File: src/rtl/miner_work_loader_pkg.sv
// miner_work_loader_pkg: register map, CTRL/STATUS bit positions, loader FSM states
package miner_work_loader_pkg;
   localparam logic [4:0] ADDR_MID_BASE  = 5'd0;
   localparam logic [4:0] ADDR_DATA_BASE = 5'd8;
   localparam logic [4:0] ADDR_NONCE     = 5'd24;
   localparam logic [4:0] ADDR_CTRL      = 5'd25;
   localparam logic [4:0] ADDR_STATUS    = 5'd26;
   localparam logic [4:0] ADDR_GOLDEN    = 5'd27;
   localparam int CTRL_COMMIT    = 0;
   localparam int CTRL_CLR_OVF   = 1;
   localparam int CTRL_IRQ_EN    = 2;
   localparam int STAT_NOT_EMPTY = 0;
   localparam int STAT_OVF       = 1;
   localparam int STAT_CNT       = 2;
   localparam int STAT_RUNNING   = 8;
   localparam int STAT_STAGED    = 9;
   localparam logic [31:0] GOLDEN_EMPTY = 32'hFFFF_FFFF;
   typedef enum logic [1:0] {S_IDLE, S_STAGED, S_LOAD, S_RUNNING} state_t;
   function automatic logic [31:0] status_word(input logic not_empty, input logic ovf,
                                               input logic [4:0] cnt, input logic running,
                                               input logic staged);
      logic [31:0] s;
      s = '0;
      s[STAT_NOT_EMPTY] = not_empty;
      s[STAT_OVF] = ovf;
      s[STAT_CNT +: 5] = cnt;
      s[STAT_RUNNING] = running;
      s[STAT_STAGED] = staged;
      return s;
   endfunction
endpackage

File: src/rtl/miner_work_loader_fifo.sv
// miner_work_loader_fifo: golden-nonce FIFO; drops pushes when full unless a pop frees a slot
//  clk, reset_n : clock, asynchronous active-low reset
//  push, wdata  : enqueue request and data
//  pop          : dequeue request (ignored when empty)
//  rdata        : head entry (valid when !empty)
//  empty, count : occupancy; drop: push rejected this cycle
module miner_work_loader_fifo #(
   parameter int DEPTH = 4
) (
   input  logic        clk,
   input  logic        reset_n,
   input  logic        push,
   input  logic [31:0] wdata,
   input  logic        pop,
   output logic [31:0] rdata,
   output logic        empty,
   output logic        drop,
   output logic [4:0]  count
);
   localparam int AW = (DEPTH > 1) ? $clog2(DEPTH) : 1;
   logic [31:0] mem [DEPTH];
   logic [AW-1:0] wp, rp;
   logic full, do_push, do_pop;
   assign full = count == 5'(DEPTH);
   assign empty = count == 5'd0;
   assign do_pop = pop & ~empty;
   assign do_push = push & (~full | do_pop);
   assign drop = push & ~do_push;
   assign rdata = mem[rp];
   always_ff @(posedge clk)
      if (do_push) mem[wp] <= wdata;
   always_ff @(posedge clk or negedge reset_n)
      if (!reset_n) begin
         wp <= '0;
         rp <= '0;
         count <= '0;
      end else begin
         wp <= do_push ? wp + AW'(1) : wp;
         rp <= do_pop ? rp + AW'(1) : rp;
         count <= count + 5'(do_push) - 5'(do_pop);
      end
endmodule

File: src/rtl/miner_work_loader.sv
// miner_work_loader: Avalon-MM work staging for the miner plus golden-nonce readback FIFO
//  clk, reset_n                          : clock, asynchronous active-low reset
//  chipselect/address/write/writedata    : Avalon slave write side
//  read/readdata                         : Avalon slave read side, registered, latency 1
//  irq                                   : irq_en & FIFO not empty
//  midstate_buf/data_buf/nonce_start     : active work to the miner
//  newinput                              : one-cycle strobe when active work updates
//  golden_nonce/golden_nonce_ticket      : miner hit report
module miner_work_loader
   import miner_work_loader_pkg::*;
#(
   parameter int FIFO_DEPTH = 4
) (
   input  logic         clk,
   input  logic         reset_n,
   input  logic         chipselect,
   input  logic [4:0]   address,
   input  logic         write,
   input  logic [31:0]  writedata,
   input  logic         read,
   output logic [31:0]  readdata,
   output logic         irq,
   output logic [255:0] midstate_buf,
   output logic [511:0] data_buf,
   output logic [31:0]  nonce_start,
   output logic         newinput,
   input  logic [31:0]  golden_nonce,
   input  logic         golden_nonce_ticket
);
   state_t state, state_nx;
   logic [31:0] shadow [25];
   logic [31:0] rd_mux, fifo_head;
   logic [4:0] fifo_count;
   logic wr_en, rd_en, shadow_wr, ctrl_wr, commit, pop, push;
   logic ticket_q, irq_en, overflow, fifo_empty, fifo_drop;
   assign wr_en = chipselect & write;
   assign rd_en = chipselect & read;
   assign shadow_wr = wr_en & (address <= ADDR_NONCE);
   assign ctrl_wr = wr_en & (address == ADDR_CTRL);
   assign commit = ctrl_wr & writedata[CTRL_COMMIT];
   assign pop = rd_en & (address == ADDR_GOLDEN);
   // the miner holds the ticket for several cycles; only its rising edge is a new hit
   assign push = golden_nonce_ticket & ~ticket_q;
   assign newinput = state == S_LOAD;
   assign irq = irq_en & ~fifo_empty;
   always_comb
      state_nx = commit ? S_LOAD : shadow_wr ? S_STAGED : (state == S_LOAD) ? S_RUNNING : state;
   always_comb begin
      rd_mux = '0;
      if (address <= ADDR_NONCE) rd_mux = shadow[address];
      else if (address == ADDR_CTRL) rd_mux[CTRL_IRQ_EN] = irq_en;
      else if (address == ADDR_STATUS)
         rd_mux = status_word(~fifo_empty, overflow, fifo_count, state == S_RUNNING, state == S_STAGED);
      else if (address == ADDR_GOLDEN) rd_mux = fifo_empty ? GOLDEN_EMPTY : fifo_head;
   end
   always_ff @(posedge clk or negedge reset_n)
      if (!reset_n) for (int i = 0; i < 25; i++) shadow[i] <= '0;
      else if (shadow_wr) shadow[address] <= writedata;
   // active work is copied on the commit edge so it changes together with the LOAD strobe
   always_ff @(posedge clk or negedge reset_n)
      if (!reset_n) begin
         midstate_buf <= '0;
         data_buf <= '0;
         nonce_start <= '0;
      end else if (commit) begin
         for (int i = 0; i < 8; i++) midstate_buf[32*i +: 32] <= shadow[ADDR_MID_BASE + 5'(i)];
         for (int i = 0; i < 16; i++) data_buf[32*i +: 32] <= shadow[ADDR_DATA_BASE + 5'(i)];
         nonce_start <= shadow[ADDR_NONCE];
      end
   always_ff @(posedge clk or negedge reset_n)
      if (!reset_n) begin
         state <= S_IDLE;
         ticket_q <= 1'b0;
         irq_en <= 1'b0;
         overflow <= 1'b0;
         readdata <= '0;
      end else begin
         state <= state_nx;
         ticket_q <= golden_nonce_ticket;
         irq_en <= ctrl_wr ? writedata[CTRL_IRQ_EN] : irq_en;
         overflow <= (overflow & ~(ctrl_wr & writedata[CTRL_CLR_OVF])) | fifo_drop;
         readdata <= rd_en ? rd_mux : readdata;
      end
   miner_work_loader_fifo #(.DEPTH(FIFO_DEPTH)) u_fifo (
      .clk     (clk),
      .reset_n (reset_n),
      .push    (push),
      .wdata   (golden_nonce),
      .pop     (pop),
      .rdata   (fifo_head),
      .empty   (fifo_empty),
      .drop    (fifo_drop),
      .count   (fifo_count)
   );
endmodule

File: config.mk
export PLATFORM = sky130hd
export DESIGN_NAME = miner_work_loader
export DESIGN_NICKNAME = d
export VERILOG_FILES = /design/src/rtl/miner_work_loader_pkg.sv /design/src/rtl/miner_work_loader_fifo.sv /design/src/rtl/miner_work_loader.sv
export SDC_FILE = /design/constraint.sdc
export NUM_CORES = 2
export LEC_CHECK = 0
export BUFFER_PORTS_ARGS = -buffer_cell sky130_fd_sc_hd__buf_4
export CORE_UTILIZATION = 58
export CTS_CLUSTER_DIAMETER = 40
export DETAILED_ROUTE_END_ITERATION = 16
export GPL_ROUTABILITY_DRIVEN = 0
export PLACE_DENSITY = 0.89
export SKIP_LAST_GASP = 1
export SLEW_MARGIN = 40
export SYNTH_ARGS = -nofsm -noshare
export SYNTH_HDL_FRONTEND = slang
export SYNTH_SLANG_ARGS = --single-unit
File: constraint.sdc
create_clock -name clk -period 3 [get_ports clk]
set_input_delay 0 -clock clk [delete_from_list [all_inputs] [get_ports clk]]
set_output_delay 0 -clock clk [all_outputs]
set_load 0.02 [all_outputs]
# Word level (Yosys, flattened, before mapping)
# Memories as Yosys holds them, arrays and structs flattened.
# Index checks and enable logic that the tools add are counted.
[word_totals] regBits=1646 mem_bits_rw=128 word_cells=93 mem_count=1
[memory_table] name="u_fifo.mem" depth=4 width=32 read_ports=1 rd_clocked_by_memory_dff=0 wr=1 line_no="miner_work_loader_fifo.sv:21" source="logic [31:0] mem [DEPTH];"
[op_classes] add_sub_neg=4 n_lt_le_gt_ge=3 eq_ne=7 mux=18 bitwise_logic=21 n_reduce_logical=3
[op_table] op="$bwmux 800" count=1
[op_table] op="$mux 32" count=7
[op_table] op="$bmux 32 s5" count=1
[op_table] op="$demux 32 s5" count=1
[op_table] op="$mux 29" count=1
[op_table] op="$eq 5x5->1 const B" count=3
[op_table] op="$and 1x1->1" count=13
[op_table] op="$mux 2" count=4
[op_table] op="$ge 6x6->1 const B" count=1
[op_table] op="$lt 6x1->1 const B" count=1
[op_table] op="$not 5->6" count=1
[op_table] op="$add 5x1->5" count=1
[op_table] op="$eq 5x3->1 const B" count=1
[op_table] op="$le 5x5->1 const B" count=1
[op_table] op="$logic_not 5->1" count=1
[op_table] op="$not 1->1" count=5
[op_table] op="$sub 5x1->5" count=1
[op_table] op="$add 2x1->2 const B" count=2
[op_table] op="$eq 2x2->1 const B" count=2
[op_table] op="$mux 1" count=3
[op_table] op="$reduce_bool 3->1" count=1
[op_table] op="$eq 2x1->1 const B" count=1
[op_table] op="$or 1x1->1" count=2
[op_table] op="$logic_and 1x1->1" count=1

# Depth between registers and ports, before layout
[depth] ltp_word=8 ltp_mapped=16 depth_no_buf=12

# Hierarchy
# A second synthesis with hierarchy kept.
[unflattened] hier_cells=4458 hier_area_um2=72888.7
[by_module_without_submodules] module="miner_work_loader" instances=1 cells_per_inst=4236 area_each_um2=67688.7
[by_module_without_submodules] module="miner_work_loader_fifo" instances=1 cells_per_inst=222 area_each_um2=5200.0

# Worst setup path before layout
# OpenSTA, ideal clock, no wires.
[synth_path] path_type="reg2reg" from="register u_fifo.count[3]" to="register u_fifo.count[4]" setup_time_ns=0.123 arrival_time_ns=2.644 setup_slack_ns=0.233 path_stages_with_launch=14 n_path_buf=1 period_less_slack_ns=2.767 cell_sequence="dfrtp_1 > inv_1 > ha_1 > nor4b_2 > clkbuf_1 > nor3_1 > ha_1 > inv_1 > ha_1 > fa_1 > a21oi_1 > nor2_1 > nor2_1 > xnor2_1"
[synth_between] elab_chain_len=7
[synth_lines] item="from (decl)" line_no="miner_work_loader_fifo.sv:18" source="output logic [4:0] count"
[synth_lines] item="from (signal assigned)" line_no="miner_work_loader_fifo.sv:40" source="count <= count + 5'(do_push) - 5'(do_pop);"
[synth_lines] item="$logic_not 5->1 *" line_no="miner_work_loader_fifo.sv:25" source="assign empty = count == 5'd0;"
[synth_lines] item="$not 1->1 *" line_no="miner_work_loader_fifo.sv:26" source="assign do_pop = pop & ~empty;"
[synth_lines] item="$and 1x1->1 *" line_no="miner_work_loader_fifo.sv:26"
[synth_lines] item="net u_fifo.do_pop" line_no="miner_work_loader_fifo.sv:23" source="logic full, do_push, do_pop;"
[synth_lines] item="$or 1x1->1" line_no="miner_work_loader_fifo.sv:27" source="assign do_push = push & (~full | do_pop);"
[synth_lines] item="$and 1x1->1" line_no="miner_work_loader_fifo.sv:27"
[synth_lines] item="$add 5x1->5" line_no="miner_work_loader_fifo.sv:40"
[synth_lines] item="$sub 5x1->5 *" line_no="miner_work_loader_fifo.sv:40"
# Mark *: on every way through the listed nets, which the timed path passes. The rest lies on a longest branch.
# A chain may end at the register's enable or synchronous reset.

# Final worst setup path
[layout_path] from="input port address[1]" to="register midstate_buf[221]"
[layout_between] elab_chain_len=3
[layout_lines] item="from (decl)" line_no="miner_work_loader.sv:17" source="input logic [4:0] address,"
[layout_lines] item="$eq 5x5->1" line_no="miner_work_loader.sv:39" source="assign ctrl_wr = wr_en & (address == ADDR_CTRL);"
[layout_lines] item="$and 1x1->1" line_no="miner_work_loader.sv:39"
[layout_lines] item="$and 1x1->1" line_no="miner_work_loader.sv:40" source="assign commit = ctrl_wr & writedata[CTRL_COMMIT];"
[layout_lines] item="to (signal assigned)" line_no="miner_work_loader.sv:62" source="midstate_buf <= '0;"
[layout_lines] item="to (decl)" line_no="miner_work_loader.sv:23" source="output logic [255:0] midstate_buf,"
# No other way between the ends.

==> insert_results.sql <==
INSERT INTO impl_metrics (metric_group, metric, value, unit) VALUES
('outcome', 'run_status', 'complete, but fails checks', ''),
('outcome', 'violations', 'DRC, setup timing', ''),
('place', 'placed_cells', '6704', ''),
('timing', 'setup_viol', '4', ''),
('timing', 'finalMaxSlewViolations', '0', ''),
('worst_setup_path', 'cp.arrival', '3750', 'ps'),
('yosys', 'asyncSetResetFlopFracSynth', '92.8', '%'),
('yosys', 'netlist.area_leader.share', '56.8', '%'),
('drt', 'routed_wire_length_per_instance', '33.1', 'µm'),
('drt', 'route.detailed.vias_per_inst', '6.39', ''),
('power', 'total_power', '60.6', 'mW'),
('place', 'dpl_worst_slack', '395', 'ps'),
('worst_setup_path', 'cp.required', '3730', 'ps'),
('final_layout', 'final_nets', '5476', ''),
('worst_setup_path', 'max_fanout_on_critical_path', '118', ''),
('drt', 'drt_first_pass_iters', '14', ''),
('drt', 'final_routed_wirelength', '239000', 'µm'),
('yosys', 'synthTopCellsByArea', 'dfrtp_1 (57%), mux2_2 (23%), mux4_2 (7.3%), edfxtp_1 (5.3%), mux2_1 (1.6%)', ''),
('floorplanning', 'die_h', '356', 'µm'),
('grt', 'overall_global_routing_resource_usage', '37.8', '%'),
('timing', 'final_min_period_over_clock_period', '101', '%'),
('floorplanning', 'die_w', '356', 'µm'),
('yosys', 'yosys_warnings', '0', ''),
('clock_network', 'clkLatencyLatePin', '860', 'ps'),
('floorplanning', 'ioPinCount', '909', ''),
('final_layout', 'post_route_cells_drive_above_1_share', '57.4', '%'),
('final_layout', 'area_growth_syn_to_layout', '24.5', '%'),
('timing', 'worst_margin_slew', '835', 'ps'),
('place', 'detailed_place_hpwl', '161000', 'µm'),
('yosys', 'syn_inst', '4343', ''),
('worst_setup_path', 'worstSetupStartpointType', 'input pin', ''),
('clock_network', 'clkTransAtPathRegs', '70', 'ps'),
('clock_network', 'clockRootBuffer', 'clkbuf_16', ''),
('yosys', 'ys_seq_elements', '1774', ''),
('yosys', 'synth-main-ff-cell', 'dfrtp_1', ''),
('yosys', 'post_synth_instance_area', '0.0726', 'mm²'),
('floorplanning', 'num_rows', '129', ''),
('timing', 'finalWorstPathRequiredPeriod', '3020', 'ps'),
('drt', 'vias', '46000', ''),
('hold_path', 'min-delay-path-class', 'in2reg', ''),
('timing', 'final_hold_vio_count', '0', ''),
('clock_network', 'cts-root-to-sink-buffers', '3', ''),
('final_layout', 'num-fill-cells', '7159', ''),
('timing', 'max_slew_margin', '44.3', '%'),
('yosys', 'synth_area_leader_cell', 'dfrtp_1', ''),
('grt', 'grt_antenna_before_repair', '13', ''),
('worst_setup_path', 'timing_worst_setup_path_type', 'in2reg', ''),
('yosys', 'synth_fp_nets', '4429', ''),
('power', 'highest_ir_drop_seen_on_vdd', '0.000628', 'V'),
('grt', 'grt_first_pass_wirelength', '343000', 'µm'),
('worst_setup_path', 'timing.rr.start', 'u_fifo.rp[0]$_DFFE_PN0P_', ''),
('hold_path', 'hold-path-endpoint', 'shadow[698]$_DFFE_PN0P_', ''),
('worst_setup_path', 'worst_r2r_path_depth', '6', ''),
('drt', 'remaining_drc_errors', '122', ''),
('job', 'drv_cap', '0', ''),
('power', 'pwr_density_cell', '670', 'mW/mm²'),
('clock_network', 'clock_tree_from_tritoncts', 'built', ''),
('grt', 'first_global_vias', '48400', ''),
('yosys', 'syn-mean-instance-area', '16.7', 'µm²'),
('power', 'p_leak', '44.7', 'nW'),
('timing', 'setup_slack', '-16.8', 'ps'),
('hold_path', 'hold_path.startpoint', 'writedata[26]', ''),
('floorplanning', 'initial_core_util', '58.5', '%'),
('yosys', 'synth_enable_flop_cells', '128', ''),
('worst_setup_path', 'crit_path_end_kind', 'register', ''),
('timing', 'maxClockFrequency', '331', 'MHz'),
('clock_network', 'cts_inserted_buffers', '201', ''),
('yosys', 'synth.lib_cells_used.distinct', '62', ''),
('grt', 'grt-ovfl-total', '0', ''),
('timing', 'clock_skew', '46.4', 'ps'),
('clock_network', 'clock_sinks', '1774', ''),
('drt', 'drt.antenna.violating_nets', '0', ''),
('timing', 'whs', '227', 'ps'),
('grt', 'grt_max_degree', '158', ''),
('place', 'port_buffers', '908', ''),
('floorplanning', 'floorplan.die_area', '0.127', 'mm²'),
('worst_setup_path', 'reg_to_reg_end', 'readdata[2]$_DFFE_PN0P_', ''),
('drt', 'number_of_drc_violations_after_detailed_routing_iteration_0', '4752', ''),
('worst_setup_path', 'setup.reg_to_reg.worst_slack', '310', 'ps'),
('hold_path', 'hold_path_depth', '3', ''),
('clock_network', 'cts_max_level', '4', ''),
('floorplanning', 'placeableCoreArea', '0.124', 'mm²'),
('final_layout', 'instances_no_fill', '7207', ''),
('yosys', 'yosysSeqAreaShare', '62.1', '%');
-- where the power goes --
| group | total (mW) | leakage (nW) | switching, mW | internal [mW] |
|---|---|---|---|---|
| clock | 26.2 | 3.50 | 10.6 | 15.7 |
| combinational | 6.57 | 17.7 | 3.46 | 3.11 |
| sequential | 27.8 | 23.5 | 1.67 | 26.1 |
| total | 60.6 | 44.7 | 15.7 | 44.9 |
-- layer usage --
metal / global-route usage [%] / vias up / wire length, µm
li1: - / 18100 / -
met1: 45.4 / 24600 / 83700
met2: 60.4 / 2608 / 116000
met3: 11.3 / 718 / 23200
met4: 23.2 / 0 / 16100
met5: 0 / - / 0
-- metrics by stage --
stage	setup TNS, ps	area (µm²)	util (%)
after floorplan	0	72600	-
after global placement	0	81800	66.0
after detailed placement	0	81800	66.0
after CTS	0	90200	72.8
after global routing	-338	90300	72.9
final	-32.9	90300	72.9
-- critical path, stage by stage --
cell and delay, ps:
dlygate4sd3_1 590, buf_8 190, nand4b_2 200, dlygate4sd3_1 620, nor3_4 370, nand2_4 70, dlygate4sd3_1 600, buf_12 190
buf_16 280, mux2_1 460
-- worst max-delay path by stage --
stage | startpoint | to | slack, ps
floorplan | u_fifo.count[3]$_DFF_PN0_ | u_fifo.count[4]$_DFF_PN0_ | 230
global route | address[1] | midstate_buf[221]$_DFFE_PN0P_ | -30
global placement | address[0] | readdata[28]$_DFFE_PN0P_ | 340
detailed placement | u_fifo.count[2]$_DFF_PN0_ | u_fifo.count[4]$_DFF_PN0_ | 400
CTS | address[0] | midstate_buf[224]$_DFFE_PN0P_ | 30
finish | address[1] | midstate_buf[221]$_DFFE_PN0P_ | -20
-- kinds of logic (layout without fill, tap and decap cells) --
family	count (synthesis)	in the layout	synth area share, %
flip-flops	1774	1774	62.1
other	0	13	0
adder cells (fa/ha/maj)	11	11	0.200
buffers and inverters	337	1551	2.22
AO/OA/AOI/OAI	149	149	1.58
XOR/XNOR	7	7	0.0845
AND/OR/NAND/NOR	209	209	1.42
multiplexers	1856	1856	32.4
-- Yosys cell counts, drive strengths merged (3+ instances only) --
cell / instances
nor4: 3
inv: 10
and2: 12
ha: 10
a221oi: 6
a41oi: 6
nor3: 8
nor2b: 18
o221ai: 10
a22oi: 24
nor2: 52
xnor2: 5
o22a: 13
and3: 3
nand2b: 3
o2111ai: 15
mux4: 235
o32a: 14
a21oi: 27
dfrtp: 1646
mux2i: 15
o21ai: 6
buf: 217
nand3: 19
edfxtp: 128
nand2: 76
a31oi: 15
clkbuf: 109
nand4: 4
mux2: 1606
-- state kept, by name, summed over array words and instances, names as in the netlist --
register and cells:
irq_en 1, u_fifo.count 5, data_buf 512, u_fifo.mem 128
shadow 800, ticket_q 1, nonce_start 32, midstate_buf 256
u_fifo.wp 2, readdata 32, state 2, overflow 1
u_fifo.rp 2
-- cell usage in the layout, fill, tap and decap left out, types with 24 or more instances in the layout --
master / instances
a21oi_1: 27
a22oi_1: 24
buf_12: 53
buf_4: 994
bufinv_16: 25
clkbuf_16: 209
clkbuf_8: 29
clkinv_2: 27
dfrtp_1: 1645
dlygate4sd3_1: 114
edfxtp_1: 128
inv_6: 24
mux2_1: 102
mux2_2: 1504
mux4_2: 235
nand2_1: 66
nor2_1: 41
-- area by class of cell --
class                   count  area, µm²  area share (%)
well taps                1637       2050            2.27
multi-input cells        2232      26100            28.9
repair buffers           1170       9870            10.9
diodes                     13       32.5          0.0360
clock inverters           117       1560            1.73
inverters                  11       43.8          0.0485
clock buffers             253       5650            6.26
flip-flops and latches   1774      45000            49.9
-- timing repair --
item / CTS / global route
gates resized for setup: 0 / 7
hold buffers: 116 / 0
endpoints found under the hold margin: 2500 / 0
setup buffers: 0 / 2
setup endpoints to repair: 0 / 326
(Power assumes the default switching activity.)
